<file path="config.mk">
export PLATFORM = sky130hd
export DESIGN_NAME = data_bus_timer
export DESIGN_NICKNAME = d
export VERILOG_FILES = /design/src/rtl/data_bus_timer.sv
export SDC_FILE = /design/constraint.sdc
export NUM_CORES = 1
export LEC_CHECK = 0
export BUFFER_PORTS_ARGS = -buffer_cell sky130_fd_sc_hd__buf_2
export CORE_MARGIN = 1
export CORE_UTILIZATION = 67
export DETAILED_ROUTE_END_ITERATION = 8
export PLACE_DENSITY = 0.87
export SYNTH_ARGS = -nofsm -noshare
export SYNTH_HDL_FRONTEND = slang
export SYNTH_SLANG_ARGS = --single-unit
</file>
<file path="constraint.sdc">
create_clock -name iCLK -period 5.5 [get_ports iCLK]
set_input_delay 1.1 -clock iCLK [delete_from_list [all_inputs] [get_ports iCLK]]
set_output_delay 1.1 -clock iCLK [all_outputs]
set_load 0.05 [all_outputs]
</file>
<file path="src/rtl/data_bus_timer.sv">
// Memory-mapped 64-bit timer/comparator responder on the CPU data bus.
// Prescaled tick, byte-lane register writes, snapshot-paired TIME reads, level IRQ.
module data_bus_timer #(
   parameter logic [31:0] BASE_ADDR    = 32'hFF20_0500,
   parameter logic [31:0] PRESCALE_RST = 32'd49
) (
   input  logic        iCLK,
   input  logic        iRST,
   input  logic        DwReadEnable,
   input  logic        DwWriteEnable,
   input  logic [3:0]  DwByteEnable,
   input  logic [31:0] DwAddress,
   input  logic [31:0] DwWriteData,
   output logic [31:0] DwReadData,
   output logic        oHit,
   output logic        oIRQ
);

   localparam logic [2:0] OFF_TLO  = 3'd0;
   localparam logic [2:0] OFF_THI  = 3'd1;
   localparam logic [2:0] OFF_CLO  = 3'd2;
   localparam logic [2:0] OFF_CHI  = 3'd3;
   localparam logic [2:0] OFF_CTRL = 3'd4;
   localparam logic [2:0] OFF_STAT = 3'd5;
   localparam logic [2:0] OFF_PRE  = 3'd6;

   logic [63:0] timeR;
   logic [63:0] timeNext;
   logic [63:0] cmpR;
   logic [31:0] snapHi;
   logic [31:0] prescale;
   logic [31:0] pcnt;
   logic        ctrlEn;
   logic        ctrlIe;
   logic        pend;

   logic        hit;
   logic [2:0]  offset;
   logic        rdHit;
   logic        wrHit;
   logic        anyLane;
   logic        wrTimeLo;
   logic        wrTimeHi;
   logic        tick;
   logic        match;
   logic        pendClr;
   logic [31:0] rdData;
   logic        unusedAddrBits;

   function automatic logic [31:0] laneMerge(
      input logic [31:0] oldVal,
      input logic [31:0] newVal,
      input logic [3:0]  be
   );
      logic [31:0] res;
      for (int n = 0; n < 4; n++)
         res[8*n +: 8] = be[n] ? newVal[8*n +: 8] : oldVal[8*n +: 8];
      return res;
   endfunction

   assign hit            = (DwAddress[31:5] == BASE_ADDR[31:5]);
   assign oHit           = hit;
   assign offset         = DwAddress[4:2];
   assign unusedAddrBits = ^DwAddress[1:0];
   assign rdHit          = DwReadEnable && hit;
   assign wrHit          = DwWriteEnable && hit;
   assign anyLane        = |DwByteEnable;

   assign wrTimeLo = wrHit && (offset == OFF_TLO) && anyLane;
   assign wrTimeHi = wrHit && (offset == OFF_THI) && anyLane;
   assign tick     = ctrlEn && (pcnt == prescale);
   assign match    = (timeR >= cmpR);
   assign pendClr  = wrHit && (offset == OFF_STAT)
                     && DwByteEnable[0] && DwWriteData[0];
   assign oIRQ     = pend & ctrlIe;

   // Any CPU write into TIME suppresses the tick for the whole 64 bits.
   always_comb begin
      timeNext = timeR;
      if (wrTimeLo || wrTimeHi) begin
         if (wrTimeLo)
            timeNext[31:0] = laneMerge(timeR[31:0], DwWriteData, DwByteEnable);
         if (wrTimeHi)
            timeNext[63:32] = laneMerge(timeR[63:32], DwWriteData, DwByteEnable);
      end else if (tick) begin
         timeNext = timeR + 64'd1;
      end
   end

   always_comb begin
      rdData = '0;
      if (rdHit) begin
         case (offset)
            OFF_TLO:  rdData = timeR[31:0];
            OFF_THI:  rdData = snapHi;
            OFF_CLO:  rdData = cmpR[31:0];
            OFF_CHI:  rdData = cmpR[63:32];
            OFF_CTRL: rdData = {30'b0, ctrlIe, ctrlEn};
            OFF_STAT: rdData = {31'b0, pend};
            OFF_PRE:  rdData = prescale;
            default:  rdData = '0;
         endcase
      end
   end

   assign DwReadData = rdData;

   always_ff @(posedge iCLK or negedge iRST) begin
      if (!iRST) begin
         timeR    <= '0;
         cmpR     <= '1;
         snapHi   <= '0;
         prescale <= PRESCALE_RST;
         pcnt     <= '0;
         ctrlEn   <= 1'b0;
         ctrlIe   <= 1'b0;
         pend     <= 1'b0;
      end else begin
         timeR <= timeNext;
         if (rdHit && (offset == OFF_TLO))
            snapHi <= timeR[63:32];
         if (wrHit && (offset == OFF_CLO))
            cmpR[31:0] <= laneMerge(cmpR[31:0], DwWriteData, DwByteEnable);
         if (wrHit && (offset == OFF_CHI))
            cmpR[63:32] <= laneMerge(cmpR[63:32], DwWriteData, DwByteEnable);
         if (wrHit && (offset == OFF_CTRL) && DwByteEnable[0]) begin
            ctrlEn <= DwWriteData[0];
            ctrlIe <= DwWriteData[1];
         end
         if (wrHit && (offset == OFF_PRE)) begin
            prescale <= laneMerge(prescale, DwWriteData, DwByteEnable);
            pcnt     <= '0;
         end else if (ctrlEn) begin
            pcnt <= tick ? '0 : pcnt + 32'd1;
         end
         // Set beats clear when both happen on one edge.
         pend <= match | (pend & ~pendClr);
      end
   end

endmodule

</file>
After elaboration in Yosys (flattened, before gate mapping) --
Cells that the tools add are included.
Storage, ports and cells: flip-flop bits (word level) 227, input port bits 72, output and inout bits 34, word-level logic and storage cells 100
Operators by class: $add $sub $neg 2, $lt $le $gt $ge 1, eq/ne operators 14, muxes and demuxes 13, bitwise operators 4, reductions and logical operators 41
Operators by type and width (count):
- 32-bit case mux with 7 select lines | 1
- 32-bit two-way mux | 6
- 64-bit two-way mux | 2
- 64-bit by 1-bit adder with 64-bit output, second input constant | 1
- 64-bit greater-or-equal comparator | 1
- 32-bit by 1-bit adder with 32-bit output, second input constant | 1
- 32-bit equality test | 1
- 8-bit two-way mux | 4
- 27-bit equality test, second input constant | 1
- 2-bit AND reduction | 12
- 3-bit AND reduction | 8
- 1-bit logical AND | 16
- 2-bit inequality test, second input constant | 6
- 3-bit equality test, second input constant | 3
- 3-bit by 2-bit equality test with 1-bit output, second input constant | 2
- 2-bit nonzero test | 2
- 4-bit OR reduction | 1
- 3-bit by 1-bit equality test with 1-bit output, second input constant | 1
- 3-bit logical NOT | 1
- 1-bit bitwise AND | 2
- 1-bit logical OR | 1
- 1-bit inverter | 1
- 1-bit OR | 1

Depth between registers and ports, before layout --
depth after elaboration 8, depth in mapped cells 11, mapped depth without buffers 8

Worst setup path before layout --
OpenSTA, ideal clock, no wires.
path type in2out, from input DwAddress[17], to output DwReadData[0], arrival time 3.962 ns, required time 4.400 ns, setup slack 0.438 ns, stages on the path 8, buffers on the path 2, cells stage by stage or4b_2 > nor3_1 > and2_1 > clkbuf_1 > nand2_1 > a31o_2 > clkbuf_1 > nor2_1
Between the ends: cells in the longest elaborated chain, start to end 3
Ends and longest elaborated chain:
- start: declaration | line 12 | input logic [31:0] DwAddress,
- 27-bit equality test | line 61 | assign hit = (DwAddress[31:5] == BASE_ADDR[31:5]);
- named net oHit | line 15 | output logic oHit,
- 1-bit logical AND | line 65 | assign rdHit = DwReadEnable && hit;
- 32-bit two-way mux | line 92 | if (rdHit) begin
- end: declaration | line 14 | output logic [31:0] DwReadData,
The timed path passes the listed nets, and every way through them passes these cells.

Worst setup path after layout --
from input DwAddress[17], to output DwReadData[20]
Between the ends: cells in the longest elaborated chain, start to end 3
Ends and longest elaborated chain (line):
- 27-bit equality test | 61
- 1-bit logical AND | 65
- 32-bit two-way mux | 92
No other way between the ends.

==> results.py <==
metrics = {
    "clock_tree": {
        "clock-sinks": 227,
        "post_cts_buffers": 0,
        "ctsResizeCount": 0,
        "cts-root-buf": "clkbuf_16",
        "cts_tree": "done",
        "cts_hold_buffers": 0,
        "clkTransAtPathRegs_ns": 0.05,
        "htreeDepth": 1,
        "numCtsBuffers": 26,
        "cts_buffer_depth": 3,
        "clock_latency_ns": 0.55,
    },
    "critical_path": {
        "cp_max_fo": 31,
        "worst_r2r_endpoint": "timeR[26]",
        "critical_path_class": "in2out",
        "crit_path_cell_trace": "buf_2 > or4b_2 > nor3_1 > and2_1 > nand2_1 > a31o_2 > nor2_1 > buf_2",
        "endpoint_kind": "output port",
        "crit-reg2reg-launch": "prescale[22]",
        "worstPathRequired_ns": 4.40,
        "r2r_slack_ns": 1.63,
        "slowest_delay_ns": 0.74,
        "cp.arrival_ns": 3.64,
        "crit_top_cell": "buf_2",
        "critPathSlowestCell": "or4b_2",
        "r2r_cells": 7,
        "start_kind": "input port",
    },
    "pwr": {
        "p_comb_frac": 0.053,
        "leakage_nw": 7.37,
        "pwr-share-clk": 0.491,
        "p_seq_frac": 0.456,
        "power.switching_mw": 0.858,
        "power.share.switching": 0.234,
        "max-vdd-ir-drop_uv": 213,
        "power_mw": 3.67,
        "internal-power_mw": 2.82,
        "power.density_mw_per_mm2": 223,
    },
    "routing": {
        "wl_per_cell_um": 24.1,
        "viasPerCell": 7.07,
        "first_pass_iters": 6,
        "ant_nets": 0,
        "first_iter_violations": 1844,
        "vias": 14500,
        "drc_errors": 0,
        "drt-total-wl_um": 49400,
    },
    "placement": {
        "place_congestion": 0.999,
        "hpwl_um": 35700,
        "port_buffers": 103,
    },
    "timing": {
        "worst_slew_margin_rel": 0.208,
        "finalSetupTns_ns": 0,
        "fin_worst_skew_ns": 0.0150,
        "period_share": 0.862,
        "post-route-min-period_ns": 4.74,
        "rsz0062_at_grt": "false",
        "worst_pin_slew_ns": 1.18,
        "setup_viol": 0,
        "fmax_mhz": 211,
        "slew_viol_final": 0,
        "timing.final.hold_violations": 0,
    },
    "synthesis": {
        "synth_area_per_cell_um2": 8.78,
        "seq_area_frac_synth": 0.386,
        "yosys.cell_types.count": 74,
        "yosysWarnings": 0,
        "synth_most_common_cell": "nor2_1",
        "synthTopCellsByCount": "174 x nor2_1, 165 x nand2_1, 160 x dfrtp_1",
        "synth.area.top_cells": "dfrtp_1 27%, dfstp_2 12%, mux2_2 5.9%",
        "ys_dominant_reg_cell": "dfrtp_1",
        "syn_nets": 1839,
        "synth-seq-cells": 227,
        "yosys.area.top_type": "dfrtp_1",
        "async_reset_ff_frac": 1.00,
        "yosysTopAreaCellShare": 0.268,
        "syn-cell-area_mm2": 0.0149,
        "synth_edf_count": 0,
        "postSynthCellCount": 1701,
    },
    "layout": {
        "drive_above_1_share": 0.186,
        "fill_cells": 1601,
        "final_util": 0.755,
        "nets": 1888,
        "syn2layout_area_growth_pct": 10.4,
        "num_antenna_cells": 0,
    },
    "min_path": {
        "hold_path.class": "reg2reg",
        "hold_end": "snapHi[30]",
        "hold_start": "snapHi[30]",
        "min_path_cells": 2,
    },
    "global_route": {
        "antenna_found_initial": 0,
        "grt_max_degree": 105,
        "grt_first_pass_wirelength_um": 75900,
        "grt_pass1_vias": 13600,
        "grt_usage": 0.439,
        "overflow": 0,
    },
    "die": {
        "initial_utilization": 0.684,
        "num_rows": 54,
        "die-area_mm2": 0.0229,
        "ios": 106,
        "die_h_um": 151,
        "fp.dieW_um": 151,
        "core_area_mm2": 0.0218,
    },
    "job": {
        "maxCapViolCount": 0,
    },
    "run_status": {
        "status": "finished, final reports clean",
    },
}
cell type report:
cell class / instances / area [um2] / share of cell area
multi-input combinational: 1284 / 8450 / 0.513
sequential: 227 / 5760 / 0.350
clock buffer: 43 / 806 / 0.0489
timing repair buffer: 125 / 703 / 0.0427
tap: 280 / 350 / 0.0213
inverter: 86 / 323 / 0.0196
clock inverter: 5 / 75.1 / 0.00456
per-layer routing:
| layer | up-vias | track usage | wire [um] |
|---|---|---|---|
| met5 | - | 0 | 0 |
| met4 | 0 | 0.269 | 3330 |
| met3 | 219 | 0.105 | 6240 |
| met2 | 1003 | 0.645 | 21400 |
| met1 | 6938 | 0.585 | 18400 |
| li1 | 6336 | - | - |
worst max-delay path, delay by kind of cell:
kind	cells	cell delay, ns
buffers and inverters	2	0.38
AOI/OAI and AO/OA	1	0.51
and+or+nand+nor	5	1.64
cell usage in the layout (no fill, tap or decap), types with 13 or more instances in the layout:
cell type  instances
o31ai_1           19
nor4_1            27
o21ai_0           75
buf_4             21
dfstp_2           67
nand4_1           58
a21o_1            13
and4_1            13
o31a_1            16
a22o_1            30
nor2_1           173
and3_1            18
a21oi_1          108
inv_1             86
dfrtp_1          160
o211ai_1          35
xor2_1            17
clkbuf_16         27
xnor2_1           38
buf_2            102
mux2i_1           30
nand3_1           92
ha_1              66
nor3_1            29
mux2_2            78
nand2_1          165
registers in the layout, indices dropped and copies added (netlist names):
register and count:
cmpR 64, prescale 32, pcnt 32, timeR 64, ctrlIe 1, pend 1, ctrlEn 1, snapHi 32
worst max-delay path by stage:
| stage | to | depth (start not counted) | from |
|---|---|---|---|
| finish | DwReadData[20] | 8 | DwAddress[17] |
| global route | DwReadData[20] | 8 | DwAddress[14] |
| CTS | DwReadData[20] | 8 | DwAddress[17] |
| detailed placement | DwReadData[20] | 8 | DwAddress[17] |
| global placement | DwReadData[19] | 8 | DwAddress[17] |
| floorplan | DwReadData[0] | 8 | DwAddress[17] |
power groups by stage:
stage / logic (mW) / clock network [mW] / registers, mW
floorplan: 0.0720 / 0 / 1.70
global placement: 0.187 / 0 / 1.70
detailed placement: 0.190 / 0 / 1.70
CTS: 0.191 / 1.80 / 1.68
global route: 0.209 / 1.86 / 1.68
finish: 0.196 / 1.80 / 1.68
metrics by stage:
step / hold slack [ns] / cells / worst slack [ns] / cell area, um2
final: 0.487 / 2050 / 0.759 / 16500
after global routing: 0.511 / 2050 / 0.613 / 16500
after CTS: 0.484 / 2050 / 0.819 / 16500
after detailed placement: 0.472 / 2002 / 0.821 / 15600
after global placement: 0.466 / 2002 / 0.904 / 15600
after floorplan: 0.450 / 1701 / 0.438 / 14900
cells by family after synthesis:
| group | share of synthesized area |
|---|---|
| AO/OA/AOI/OAI | 0.180 |
| XOR/XNOR | 0.0323 |
| adder cells (fa/ha/maj) | 0.0553 |
| buffers and inverters | 0.0493 |
| flip-flops | 0.386 |
| multiplexers | 0.0815 |
| AND/OR/NAND/NOR | 0.216 |
Note: power is estimated with default switching activity, not from simulation.
